===== config.mk =====
export PLATFORM = sky130hd
export DESIGN_NAME = tdc_hit_encoder
export DESIGN_NICKNAME = d
export VERILOG_FILES = /design/src/rtl/tdc_pkg.sv /design/src/rtl/tdc_sync_fifo.sv /design/src/rtl/tdc_hit_encoder.sv
export SDC_FILE = /design/constraint.sdc
export NUM_CORES = 1
export LEC_CHECK = 0
export BUFFER_PORTS_ARGS = -buffer_cell sky130_fd_sc_hd__buf_4
export CAP_MARGIN = 0
export CORE_MARGIN = 5
export CORE_UTILIZATION = 50
export DETAILED_ROUTE_END_ITERATION = 10
export HOLD_SLACK_MARGIN = 0.15
export PLACE_DENSITY = 0.68
export SLEW_MARGIN = 20
export SYNTH_ARGS = -nofsm -noshare
export SYNTH_HDL_FRONTEND = slang
export SYNTH_SLANG_ARGS = --single-unit

===== constraint.sdc =====
create_clock -name clk40M -period 9.8 [get_ports clk40M]
set_input_delay 0 -clock clk40M [delete_from_list [all_inputs] [get_ports clk40M]]
set_output_delay 0 -clock clk40M [all_outputs]
set_load 0.1 [all_outputs]

===== src/rtl/tdc_pkg.sv =====
// tdc_pkg: shared constants and types for the TDC hit encoder.
//   - default delay-line geometry and coarse-counter widths
//   - bit offsets of the {err, coarse, fine} output word (default geometry)
//   - enc_mode encodings
package tdc_pkg;

    localparam int NTAP_DEF    = 55;
    localparam int FINE_W_DEF  = 7;
    localparam int CNT_W_DEF   = 5;
    localparam int SEL_THR_DEF = 28;

    // Word layout, LSB first: fine | coarse | err
    localparam int FINE_LSB   = 0;
    localparam int COARSE_LSB = FINE_W_DEF;
    localparam int ERR_BIT    = FINE_W_DEF + CNT_W_DEF;
    localparam int WORD_W_DEF = 1 + CNT_W_DEF + FINE_W_DEF;

    typedef enum logic {
        ENC_ONES  = 1'b0,  // fine = number of ones in corrected code
        ENC_TRANS = 1'b1   // fine = position of first 1->0 transition
    } enc_mode_e;

endpackage


===== src/rtl/tdc_sync_fifo.sv =====
// tdc_sync_fifo: single-clock first-in first-out buffer.
//   clk40M, rst   : clock, asynchronous active-high reset
//   push, din     : write request and data; dropped when full without a pop
//   pop           : read request; ignored when empty
//   dout          : head word, forced to 0 while empty
//   count         : words held (0..DEPTH)
//   dropped       : one-cycle flag, a push was rejected this cycle
module tdc_sync_fifo #(
    parameter int WIDTH = 13,
    parameter int DEPTH = 8
) (
    input  logic                       clk40M,
    input  logic                       rst,
    input  logic                       push,
    input  logic [WIDTH-1:0]           din,
    input  logic                       pop,
    output logic [WIDTH-1:0]           dout,
    output logic [$clog2(DEPTH):0]     count,
    output logic                       dropped
);

    localparam int AW = $clog2(DEPTH);
    localparam int CW = AW + 1;

    logic [WIDTH-1:0] mem [DEPTH];
    logic [AW-1:0]    wr_ptr;
    logic [AW-1:0]    rd_ptr;
    logic             full;
    logic             empty;
    logic             do_push;
    logic             do_pop;

    assign full    = (count == CW'(DEPTH));
    assign empty   = (count == '0);
    assign do_pop  = pop && !empty;
    // A pop in the same cycle frees the slot the push lands in, so a full
    // FIFO still accepts the word.
    assign do_push = push && (!full || do_pop);
    assign dropped = push && full && !do_pop;

    // Pointers are AW bits wide and DEPTH is a power of two, so they wrap
    // modulo DEPTH on their own.
    always_ff @(posedge clk40M or posedge rst) begin
        if (rst) begin
            wr_ptr <= '0;
            rd_ptr <= '0;
            count  <= '0;
        end else begin
            if (do_push) wr_ptr <= wr_ptr + AW'(1);
            if (do_pop)  rd_ptr <= rd_ptr + AW'(1);
            unique case ({do_push, do_pop})
                2'b10:   count <= count + CW'(1);
                2'b01:   count <= count - CW'(1);
                default: count <= count;
            endcase
        end
    end

    // Storage carries no reset; validity is tracked by count alone.
    always_ff @(posedge clk40M) begin
        if (do_push) mem[wr_ptr] <= din;
    end

    assign dout = empty ? '0 : mem[rd_ptr];

endmodule


===== src/rtl/tdc_hit_encoder.sv =====
// tdc_hit_encoder: converts a thermometer-coded delay-line sample plus two
// coarse counters into a {err, coarse, fine} word and queues it in a FIFO.
//   clk40M, rst            : clock, asynchronous active-high reset
//   hit_valid              : strobe qualifying fine_raw_code/counterA/counterB
//   fine_raw_code          : delay-line sample, bit 0 = first tap
//   counterA, counterB     : coarse counters sampled on opposite clock phases
//   enc_mode               : 0 = ones count, 1 = first 1->0 transition
//   out_data/out_valid/out_ready : FIFO head with valid-ready handshake
//   fifo_count             : words held in the FIFO
//   ovf, clr_ovf           : sticky overflow flag and its clear pulse
// Pipeline: stage 1 registers the inputs, stage 2 registers the encoded
// word, the FIFO write follows, so a hit is at the FIFO head two edges
// after it is sampled.
module tdc_hit_encoder
    import tdc_pkg::*;
#(
    parameter int NTAP    = NTAP_DEF,
    parameter int FINE_W  = FINE_W_DEF,
    parameter int CNT_W   = CNT_W_DEF,
    parameter int SEL_THR = SEL_THR_DEF,
    parameter int DEPTH   = 8
) (
    input  logic                        clk40M,
    input  logic                        rst,
    input  logic                        hit_valid,
    input  logic [NTAP-1:0]             fine_raw_code,
    input  logic [CNT_W-1:0]            counterA,
    input  logic [CNT_W-1:0]            counterB,
    input  logic                        enc_mode,
    output logic [CNT_W+FINE_W:0]       out_data,
    output logic                        out_valid,
    input  logic                        out_ready,
    output logic [$clog2(DEPTH):0]      fifo_count,
    output logic                        ovf,
    input  logic                        clr_ovf
);

    localparam int WORD_W = 1 + CNT_W + FINE_W;
    localparam logic [FINE_W-1:0] NTAP_F    = FINE_W'(NTAP);
    localparam logic [FINE_W-1:0] SEL_THR_F = FINE_W'(SEL_THR);

    // Stage 1: input capture
    logic             s1_valid;
    logic [NTAP-1:0]  s1_raw;
    logic [CNT_W-1:0] s1_cnt_a;
    logic [CNT_W-1:0] s1_cnt_b;
    enc_mode_e        s1_mode;

    always_ff @(posedge clk40M or posedge rst) begin
        if (rst) begin
            s1_valid <= 1'b0;
            s1_raw   <= '0;
            s1_cnt_a <= '0;
            s1_cnt_b <= '0;
            s1_mode  <= ENC_ONES;
        end else begin
            s1_valid <= hit_valid;
            s1_raw   <= fine_raw_code;
            s1_cnt_a <= counterA;
            s1_cnt_b <= counterB;
            s1_mode  <= enc_mode_e'(enc_mode);
        end
    end

    // Bubble correction: 3-tap majority; at the ends the missing neighbour
    // is replaced by the bit itself, which leaves end bits unchanged.
    logic [NTAP-1:0] corr;

    for (genvar g = 0; g < NTAP; g++) begin : g_corr
        logic lo;
        logic hi;
        if (g == 0) begin : g_lo_edge
            assign lo = s1_raw[g];
        end else begin : g_lo_mid
            assign lo = s1_raw[g-1];
        end
        if (g == NTAP - 1) begin : g_hi_edge
            assign hi = s1_raw[g];
        end else begin : g_hi_mid
            assign hi = s1_raw[g+1];
        end
        assign corr[g] = (lo & s1_raw[g]) | (lo & hi) | (s1_raw[g] & hi);
    end

    // Per-boundary flags between tap j and tap j+1
    logic [NTAP-2:0] trans;
    logic [NTAP-2:0] fall;

    assign trans = corr[NTAP-2:0] ^ corr[NTAP-1:1];
    assign fall  = corr[NTAP-2:0] & ~corr[NTAP-1:1];

    logic [FINE_W-1:0] ones_cnt;
    logic [FINE_W-1:0] fall_pos;
    logic              fall_found;
    logic              trans_seen;
    logic              trans_multi;
    logic [FINE_W-1:0] fine_c;
    logic [CNT_W-1:0]  coarse_c;

    always_comb begin
        ones_cnt    = '0;
        fall_pos    = '0;
        fall_found  = 1'b0;
        trans_seen  = 1'b0;
        trans_multi = 1'b0;
        for (int i = 0; i < NTAP; i++) begin
            ones_cnt = ones_cnt + FINE_W'(corr[i]);
        end
        for (int j = 0; j < NTAP - 1; j++) begin
            if (trans[j]) begin
                if (trans_seen) trans_multi = 1'b1;
                trans_seen = 1'b1;
            end
            if (!fall_found && fall[j]) begin
                fall_pos   = FINE_W'(j);
                fall_found = 1'b1;
            end
        end

        if (s1_mode == ENC_ONES) begin
            fine_c = ones_cnt;
        end else if (fall_found) begin
            fine_c = fall_pos;
        end else if (corr[NTAP-1]) begin
            // No falling edge inside the line but the last tap is set:
            // the edge ran past the end of the line.
            fine_c = NTAP_F;
        end else begin
            fine_c = '0;
        end

        // Late fine codes sit near the next coarse tick, where counterB
        // (sampled on the other phase) is the settled value.
        coarse_c = (fine_c >= SEL_THR_F) ? s1_cnt_b : s1_cnt_a;
    end

    // Stage 2: encoded word register
    logic              s2_valid;
    logic [WORD_W-1:0] s2_word;

    always_ff @(posedge clk40M or posedge rst) begin
        if (rst) begin
            s2_valid <= 1'b0;
            s2_word  <= '0;
        end else begin
            s2_valid <= s1_valid;
            s2_word  <= {trans_multi, coarse_c, fine_c};
        end
    end

    // Output FIFO
    logic fifo_pop;
    logic fifo_dropped;

    assign out_valid = (fifo_count != '0);
    assign fifo_pop  = out_valid && out_ready;

    tdc_sync_fifo #(
        .WIDTH (WORD_W),
        .DEPTH (DEPTH)
    ) u_fifo (
        .clk40M  (clk40M),
        .rst     (rst),
        .push    (s2_valid),
        .din     (s2_word),
        .pop     (fifo_pop),
        .dout    (out_data),
        .count   (fifo_count),
        .dropped (fifo_dropped)
    );

    // Set has priority so an overflow coinciding with clr_ovf is not lost.
    always_ff @(posedge clk40M or posedge rst) begin
        if (rst) begin
            ovf <= 1'b0;
        end else if (fifo_dropped) begin
            ovf <= 1'b1;
        end else if (clr_ovf) begin
            ovf <= 1'b0;
        end
    end

endmodule


---- Word level (Yosys, flattened, before mapping) ----
Memories as Yosys holds them, arrays and structs flattened.
Index checks and enable logic that the tools add are counted.
storage, ports and cells
  memory bits (writable) .................. 104
  bits in latches ......................... 0
  bits in read-only memories .............. 0
  output and inout port bits .............. 19
  bits of input ports ..................... 71
  memories ................................ 1
  register bits after elaboration ......... 92
operators by class
  shifts and indexed selects .............. 0
  add/subtract/negate cells ............... 58
  $lt $le $gt $ge ......................... 1
  $mul .................................... 0
  div/mod/pow operators ................... 0
  reductions and logical operators ........ 119
  mux-type cells .......................... 276
  bitwise gates (word level) .............. 219
  eq/ne operators ......................... 3
memories
  memory      depth  width  read ports  clocked after Yosys merged registers in  write ports  line                 text
  u_fifo.mem  8      13     1           0                                        1            tdc_sync_fifo.sv:25  logic [WIDTH-1:0] mem [DEPTH];
operators by type and width
  operator             number
  $mux 7               54
  $add 7x1->7          48
  $mux 1               218
  $or 1x1->1           109
  $and 1x1->1          107
  $logic_and 1x1->1    58
  $logic_not 1->1      56
  $and 54x54->54       1
  $not 54->54          1
  $xor 54x54->54       1
  $mux 13              1
  $pmux 4 s2           1
  $add 6x1->7          1
  $ge 7x5->1 const B   1
  $add 3x1->3 const B  2
  $add 5x1->6          1
  $mux 6               1
  $add 4x1->5          1
  $mux 5               1
  $add 3x1->4          1
  $add 4x1->4 const B  1
  $eq 4x4->1 const B   1
  $logic_not 4->1      1
  $reduce_bool 2->1    2
  7 further kinds      7

---- Depth between registers and ports, before layout ----
Gate-level depths: netlist (run 1).
  depth in word-level cells ............... 169
  mapped depth ............................ 25
  gate-level depth less buffers ........... 25

---- Modules after synthesis ----
From an unflattened synthesis (run 1), not the netlist that was laid out.
unflattened totals
  cells, all modules ...................... 953
  area, all modules ....................... 11,444.7 um^2
by module, submodules not included
  module           cells each  area an instance (um^2)  instances  sequential area each (um^2)
  tdc_hit_encoder  684         6,707.7                  1          2,052.0
  tdc_sync_fifo    269         4,737.0                  1          3,373.2

---- Worst setup path before layout (run 1) ----
Ideal clock, no wire load.
  path kind ............................... register to register
  start ................................... register s1_raw[51]
  end ..................................... register s2_word[10]
  setup slack ............................. 2.910 ns
  cell stages (with the launch flop) ...... 23
  required time ........................... 9.675 ns
  arrival time ............................ 6.765 ns
  buffers on the path ..................... 0
  path through ............................ dfrtp_1 or2_2 a21oi_1 inv_1 fa_1 fa_1 inv_1 fa_1 fa_1 inv_1 fa_1 inv_1 fa_1 fa_1 inv_1 fa_1 fa_1 xnor2_1 o22ai_1 nor3_1 a31oi_2 a311oi_4 mux2_2
on the way
  longest elaborated chain between the ends .. 23
  elaborated cells on any way between the ends .. 40
RTL lines
  what                                                                  line                    text
  start, declared                                                       tdc_hit_encoder.sv:44   logic [NTAP-1:0] s1_raw;
  start signal, assigned                                                tdc_hit_encoder.sv:58   s1_raw <= fine_raw_code;
  parallel branches: the longest is 20 deep, another holds $add 7x1->7  --
  $mux 7 *                                                              tdc_hit_encoder.sv:120  if (s1_mode == ENC_ONES) begin
  net fine_c[2]                                                         tdc_hit_encoder.sv:97   logic [FINE_W-1:0] fine_c;
  $ge 7x5->1 *                                                          tdc_hit_encoder.sv:134  coarse_c = (fine_c >= SEL_THR_F) ? s1_cnt_b : s1_cnt_a;
  $mux 5 *                                                              tdc_hit_encoder.sv:134
  net coarse_c[3]                                                       tdc_hit_encoder.sv:98   logic [CNT_W-1:0] coarse_c;
  end signal, assigned                                                  tdc_hit_encoder.sv:147  s2_word <= {trans_multi, coarse_c, fine_c};
  end, declared                                                         tdc_hit_encoder.sv:139  logic [WORD_W-1:0] s2_word;
Mark *: on every way through the listed nets, which the timed path passes.
A chain may end at the register's enable or synchronous reset.

---- Worst setup path in the final report (run 1) ----
  start ................................... register s1_raw[51]
  end ..................................... register s2_word[7]
Same word-level chain as after synthesis.

==> run summary, run 1 <==
status: finished clean
Layout Nets: 1267
row cnt: 54
CP Data Required Time: 10.13 ns
Final Max Slew Viols: 0
IO Port Bufs: 89
fraction of registers with async set/reset: 46.9%
die area: 25400 um^2
arrival time worst endpoint: 7.70 ns
RSZ-0062 raised after global routing: no
share of layout cells above drive strength 1: 17.5%
Post-DP Area: 12200 um^2
Critical-path top delay cell: fa_1
clock sinks: 196
most frequent cells in the layout: inv_1 (123), edfxtp_1 (104), buf_4 (100)
Remaining Overflow, GRT: 0
Die Ht: 159 um
Post-Route WL: 25500 um
Largest stage delay, worst path: 0.52 ns
mapped cell area: 11200 um^2
Worst Skew: 0.00893 ns
largest net degree at the start of global routing: 80
Warnings, synthesis: 0
Wirelength per Cell: 18.6 um
CTS tree: yes
Hold WC Path Type: primary input to flip-flop
CP Class: flip-flop to flip-flop
crit path time final: 7.37 ns
Avg Synthesized Cell Area: 12.4 um^2
Clock Latency Late Sink: 0.44 ns
Worst Path Max Fanout: 5
chip width: 159 um
Final setup viols: 0
Setup TNS: 0 ns
relative slew slack: 42.6%
Netlist cell types: 69
first-pass GRT wire length: 41100 um
Initial Util: 50.9%
Max-Cap Viols: 0
final instance area: 13600 um^2
Layout Cells excl Fill: 1372
share of Yosys cell area claimed by the top area cell type: 28.0%
Num CTS Buffers: 17
synthesis-to-finish area growth: 21.5%
antenna violations before repair: 1
Final period util: 75.2%
CP dominant cell by count: fa_1
DR vias: 7578
Root Driver: clkbuf_16
GRT Total Usage: 20.6%
CP cell instances: or2_2 > a21oi_1 > inv_1 > fa_1 > fa_1 > inv_1 > fa_1 > fa_1 > inv_1 > fa_1 > inv_1 > fa_1 > fa_1 > inv_1 > fa_1 > fa_1 > xnor2_1 > o22ai_1 > nor3_1 > a31oi_2 > a311oi_4 > mux2_2
Peak Freq: 0.136 GHz
Core Region: 21900 um^2
Slew @ Worst Pin: 0.861 ns
syn nets: 1088
clk buf depth: 2
crit path capture type: flip-flop
drt pass-1 iters: 5
leading cell type in the layout, fill and taps excluded: inv_1
final estimated routing congestion in global placement: 0.949
hpwl dp: 18600 um
area leader, netlist: edfxtp_1
Area contributors post-synth: edfxtp_1 (28%), dfrtp_1 (21%), fa_1 (8.3%)
placed cells: 1267
# IOs: 90
Cells after Synth: 899
Top FF cell, synth: edfxtp_1
hold violation count in the final report: 0
CP bufs+invs: 5
CP top delay family: adder cells
vias per cell: 5.52
synthesized flop and latch total: 196
PostCTS Resize Cnt: 0
Worst setup SP type: flip-flop
clk slew on worst S/H paths: 0.08 ns
Seq/Total Area, Yosys: 48.6%
vias in the first global route: 7827
Core Util, Final: 61.9%
drt initial violations: 579
Post-DRT Antenna Nets: 0
number of synthesized flops with an enable pin: 104
CTS H-tree lvls: 4
DR DRC count: 0
-- cells by family (layout without fill, tap and decap cells) --
kind of cell | after synthesis | in the layout | share of synthesized area (%)
adder cells (fa/ha/maj) | 121 | 121 | 16.6
flip-flops | 196 | 196 | 48.6
AO/OA/AOI/OAI | 193 | 193 | 12.4
AND/OR/NAND/NOR | 194 | 194 | 9.63
XOR/XNOR | 11 | 11 | 0.864
buffers and inverters | 137 | 329 | 4.69
multiplexers | 47 | 47 | 7.21
other | 0 | 1 | 0
-- flip-flops by register name, indices dropped and copies added, names as in the netlist --
| register | flops |
|---|---|
| u_fifo.count | 4 |
| s1_cnt_b | 5 |
| u_fifo.mem | 104 |
| s2_valid | 1 |
| s1_mode | 1 |
| s1_cnt_a | 5 |
| u_fifo.rd_ptr | 3 |
| u_fifo.wr_ptr | 3 |
| s1_valid | 1 |
| s2_word | 13 |
| ovf | 1 |
| s1_raw | 55 |
-- worst register-to-register path: stages (launching register included) --
cell,delay [ns]
dfrtp_1,0.41
or2_2,0.32
a21oi_1,0.22
inv_1,0.11
fa_1,0.52
fa_1,0.52
inv_1,0.07
fa_1,0.47
fa_1,0.48
inv_1,0.05
fa_1,0.50
inv_1,0.06
fa_1,0.50
fa_1,0.50
inv_1,0.05
fa_1,0.42
fa_1,0.49
xnor2_1,0.21
o22ai_1,0.11
nor3_1,0.23
a31oi_2,0.15
a311oi_4,0.47
mux2_2,0.39
-- synthesized netlist by cell type, types with 6 or more instances --
library cell	count
mux4_2	26
clkbuf_1	10
o211ai_1	7
nand3_1	14
a21o_1	52
nor2_1	51
nor3_1	21
and2_1	8
o21a_1	39
and3_1	7
or2_2	6
nor4_1	13
xnor2_1	6
nand2_1	30
a31oi_1	7
edfxtp_1	104
ha_1	72
fa_1	46
o21ai_0	20
mux2_2	7
mux2i_1	14
nand4_1	7
a21oi_1	28
dfrtp_1	92
inv_1	124
-- routing by layer --
metal  vias to the layer above  share of wire, %  GRT usage [%]
li1                       3631                 -              -
met1                      3672                42           26.0
met2                       214                50           35.4
met3                        61               4.6           3.68
met4                         0               3.2           7.87
met5                         -                 0              0
-- layout make-up --
class	instances	area, um^2
fill	1729	8340
multi-input combinational	566	5210
sequential	196	5430
tap	280	350
clock buffer	17	425
inverter	124	468
timing repair buffer	173	1480
antenna	1	2.50
clock inverter	15	190
-- stage by stage --
| step | hold slack, ns | worst slack (ns) |
|---|---|---|
| final | 0.196 | 2.43 |
| after CTS | 0.184 | 2.42 |
| after floorplan | 0.0314 | 2.91 |
| after detailed placement | -0.0662 | 2.44 |
| after global placement | -0.0686 | 2.60 |
| after global routing | 0.190 | 2.04 |
-- repair_timing --
action,CTS,global route
buffers inserted,0,0
hold buffers,72,0
endpoints found under the hold margin,164,0
-- final timing paths --
check	endpoint	start	cells after the start	slack, ns
setup reg to reg	s2_word[7]$_DFF_PP0_	s1_raw[51]$_DFF_PP0_	22	2.43
hold / removal	s1_raw[2]$_DFF_PP0_	fine_raw_code[2]	2	0.20
max in group asynchronous	s2_word[9]$_DFF_PP0_	rst	5	8.27
setup / recovery	s2_word[7]$_DFF_PP0_	s1_raw[51]$_DFF_PP0_	22	2.43
min in group asynchronous	u_fifo.count[1]$_DFFE_PP0P_	rst	4	0.61
hold reg to reg	s2_valid$_DFF_PP0_	s1_valid$_DFF_PP0_	0	0.35
Power of run 1 is not shown: default switching activity piles up to over one toggle a cycle in this logic, so the estimate is an artifact.
==> inputs of run 2 (changes only) <==
clock period = 7.2 ns   (was 9.8 ns; I/O delays follow)
==> run 2 against run 1 <==
  * Sequential share of layout area shrank 0.49 points
  * Cell count increased by 1.0%
  * Worst setup slack got worse by 2.3 ns
  * Core utilization rose by 0.77 points
  * Critical path type unchanged
==> run summary, run 2 (synthesized netlist as in run 1, its figures left out) <==
met2 WL: 13300 um
CTS tree: yes
Core Util, Final: 62.7%
drt pass-1 iters: 5
Clock Latency Late Sink: 0.44 ns
clk slew on worst S/H paths: 0.08 ns
Post-Route WL: 25600 um
CP Data Required Time: 7.52 ns
CP Class: flip-flop to flip-flop
Remaining Overflow, GRT: 0
area of the multi-input gates: 5290 um^2
die area: 25400 um^2
vias per cell: 5.48
reg2reg start: s1_raw[2]$_DFF_PP0_
relative slew slack: 40.3%
Reg2Reg Depth: 22
share of layout cells above drive strength 1: 20.6%
arrival time worst endpoint: 7.35 ns
crit path capture type: flip-flop
DR DRC count: 0
row cnt: 54
chip width: 159 um
Worst Path Max Fanout: 5
antenna violations before repair: 1
Register Area: 5430 um^2
Wirelength per Cell: 18.5 um
synthesis-to-finish area growth: 23.0%
Worst Skew: 0.0119 ns
Num CTS Buffers: 17
leading cell type in the layout, fill and taps excluded: inv_1
Final setup viols: 0
Final period util: 97.6%
Crit. Startpoint: s1_raw[2]$_DFF_PP0_
IO Port Bufs: 89
# IOs: 90
Filler cells: 1769
startpoint of the worst hold path: fine_raw_code[39]
placed cells: 1273
Slew @ Worst Pin: 0.895 ns
most frequent cells in the layout: inv_1 (118), buf_4 (113), edfxtp_1 (104)
Hold WC Path Type: primary input to flip-flop
hpwl dp: 18900 um
clock sinks: 196
vias in the first global route: 7737
Layout Nets: 1281
Final Max Slew Viols: 0
status: finished clean
Initial Util: 50.9%
worst setup margin: 0.173 ns
crit path time final: 7.03 ns
clk buf depth: 2
Post-DRT Antenna Nets: 0
GRT Total Usage: 20.5%
Hold Path Cell Cnt: 2
max reg flops: 104
Highest Signal Layer: met4
drt initial violations: 433
Root Driver: clkbuf_16
Max-Cap Viols: 0
Layout Cells excl Fill: 1386
Die Ht: 159 um
Peak Freq: 0.142 GHz
final estimated routing congestion in global placement: 0.967
Core Region: 21900 um^2
first-pass GRT wire length: 41000 um
Worst setup SP type: flip-flop
largest net degree at the start of global routing: 80
largest registers: u_fifo.mem x104, s1_raw x55, s2_word x13
Post-Place Setup Slack: -0.144 ns
Biggest register: u_fifo.mem
CTS H-tree lvls: 4
met3 WL: 1030 um
wl on met1: 10900 um
hold violation count in the final report: 0
DR vias: 7597
-- run 2: changes by cell type in the layout (fill, tap and decap cells not counted), moves of 5 or more --
cell     before  now
a21oi_1      28   21
a21oi_2       0    7
buf_4       100  113
inv_1       123  118
inv_2         0    5
o21ai_0      20   15
-- run 2: per-layer routing --
metal / track usage [%] / up-vias
met4: 4.81 / 0
met2: 36.0 / 182
met1: 26.7 / 3714
met3: 3.42 / 36
met5: 0 / -
li1: - / 3665
-- run 2: final cells by class --
class	instances	share of cell area [%]
Inverter	124	3.41
Multi-Input combinational cell	566	38.5
Clock inverter	15	1.26
Tap cell	280	2.55
Antenna cell	1	0.0182
Clock buffer	17	3.10
Timing Repair Buffer	187	11.6
Sequential cell	196	39.5
-- run 2: worst paths after layout --
kind / to / slack [ns]
worst min register to register: s2_valid$_DFF_PP0_ / 0.35
worst max-delay path: s2_word[9]$_DFF_PP0_ / 0.17
min in group asynchronous: u_fifo.wr_ptr[2]$_DFFE_PP0P_ / 0.63
max in group asynchronous: s1_raw[17]$_DFF_PP0_ / 5.64
worst max register to register: s2_word[9]$_DFF_PP0_ / 0.17
worst min-delay path: s1_raw[39]$_DFF_PP0_ / 0.20
-- run 2: timing repair --
item | in CTS | in global routing
pin swaps | 3 | 23
setup buffers | 1 | 7
hold buffers | 72 | 0
setup endpoints to repair | 5 | 5
endpoints found under the hold margin | 164 | 0
gates resized for setup | 4 | 25
-- run 2: per-stage QoR --
step / setup TNS (ns) / area, um^2 / hold slack [ns]
3_5_place_dp: -0.685 / 12300 / -0.0724
4_1_cts: 0 / 13600 / 0.185
2_1_floorplan: 0 / 11200 / 0.0314
3_3_place_gp: 0 / 12300 / -0.0699
6_report: 0 / 13700 / 0.202
5_1_grt: -0.403 / 13700 / 0.178
-- run 2: critical path, cell delays in order, from the launching register on --
cell and delay [ns]:
dfrtp_1 0.40, or2_4 0.26, a21oi_2 0.17, inv_2 0.07, fa_1 0.53, inv_1 0.05, fa_1 0.50, fa_1 0.52
fa_1 0.53, fa_1 0.52, fa_1 0.50, fa_1 0.49, inv_1 0.06, fa_2 0.41, a21o_1 0.20, a21oi_2 0.16
xor2_1 0.27, o21ai_1 0.13, a211oi_2 0.25, a21oi_2 0.11, a311oi_4 0.28, buf_6 0.16, mux2_2 0.33
Power of run 2 is left out for the same reason.
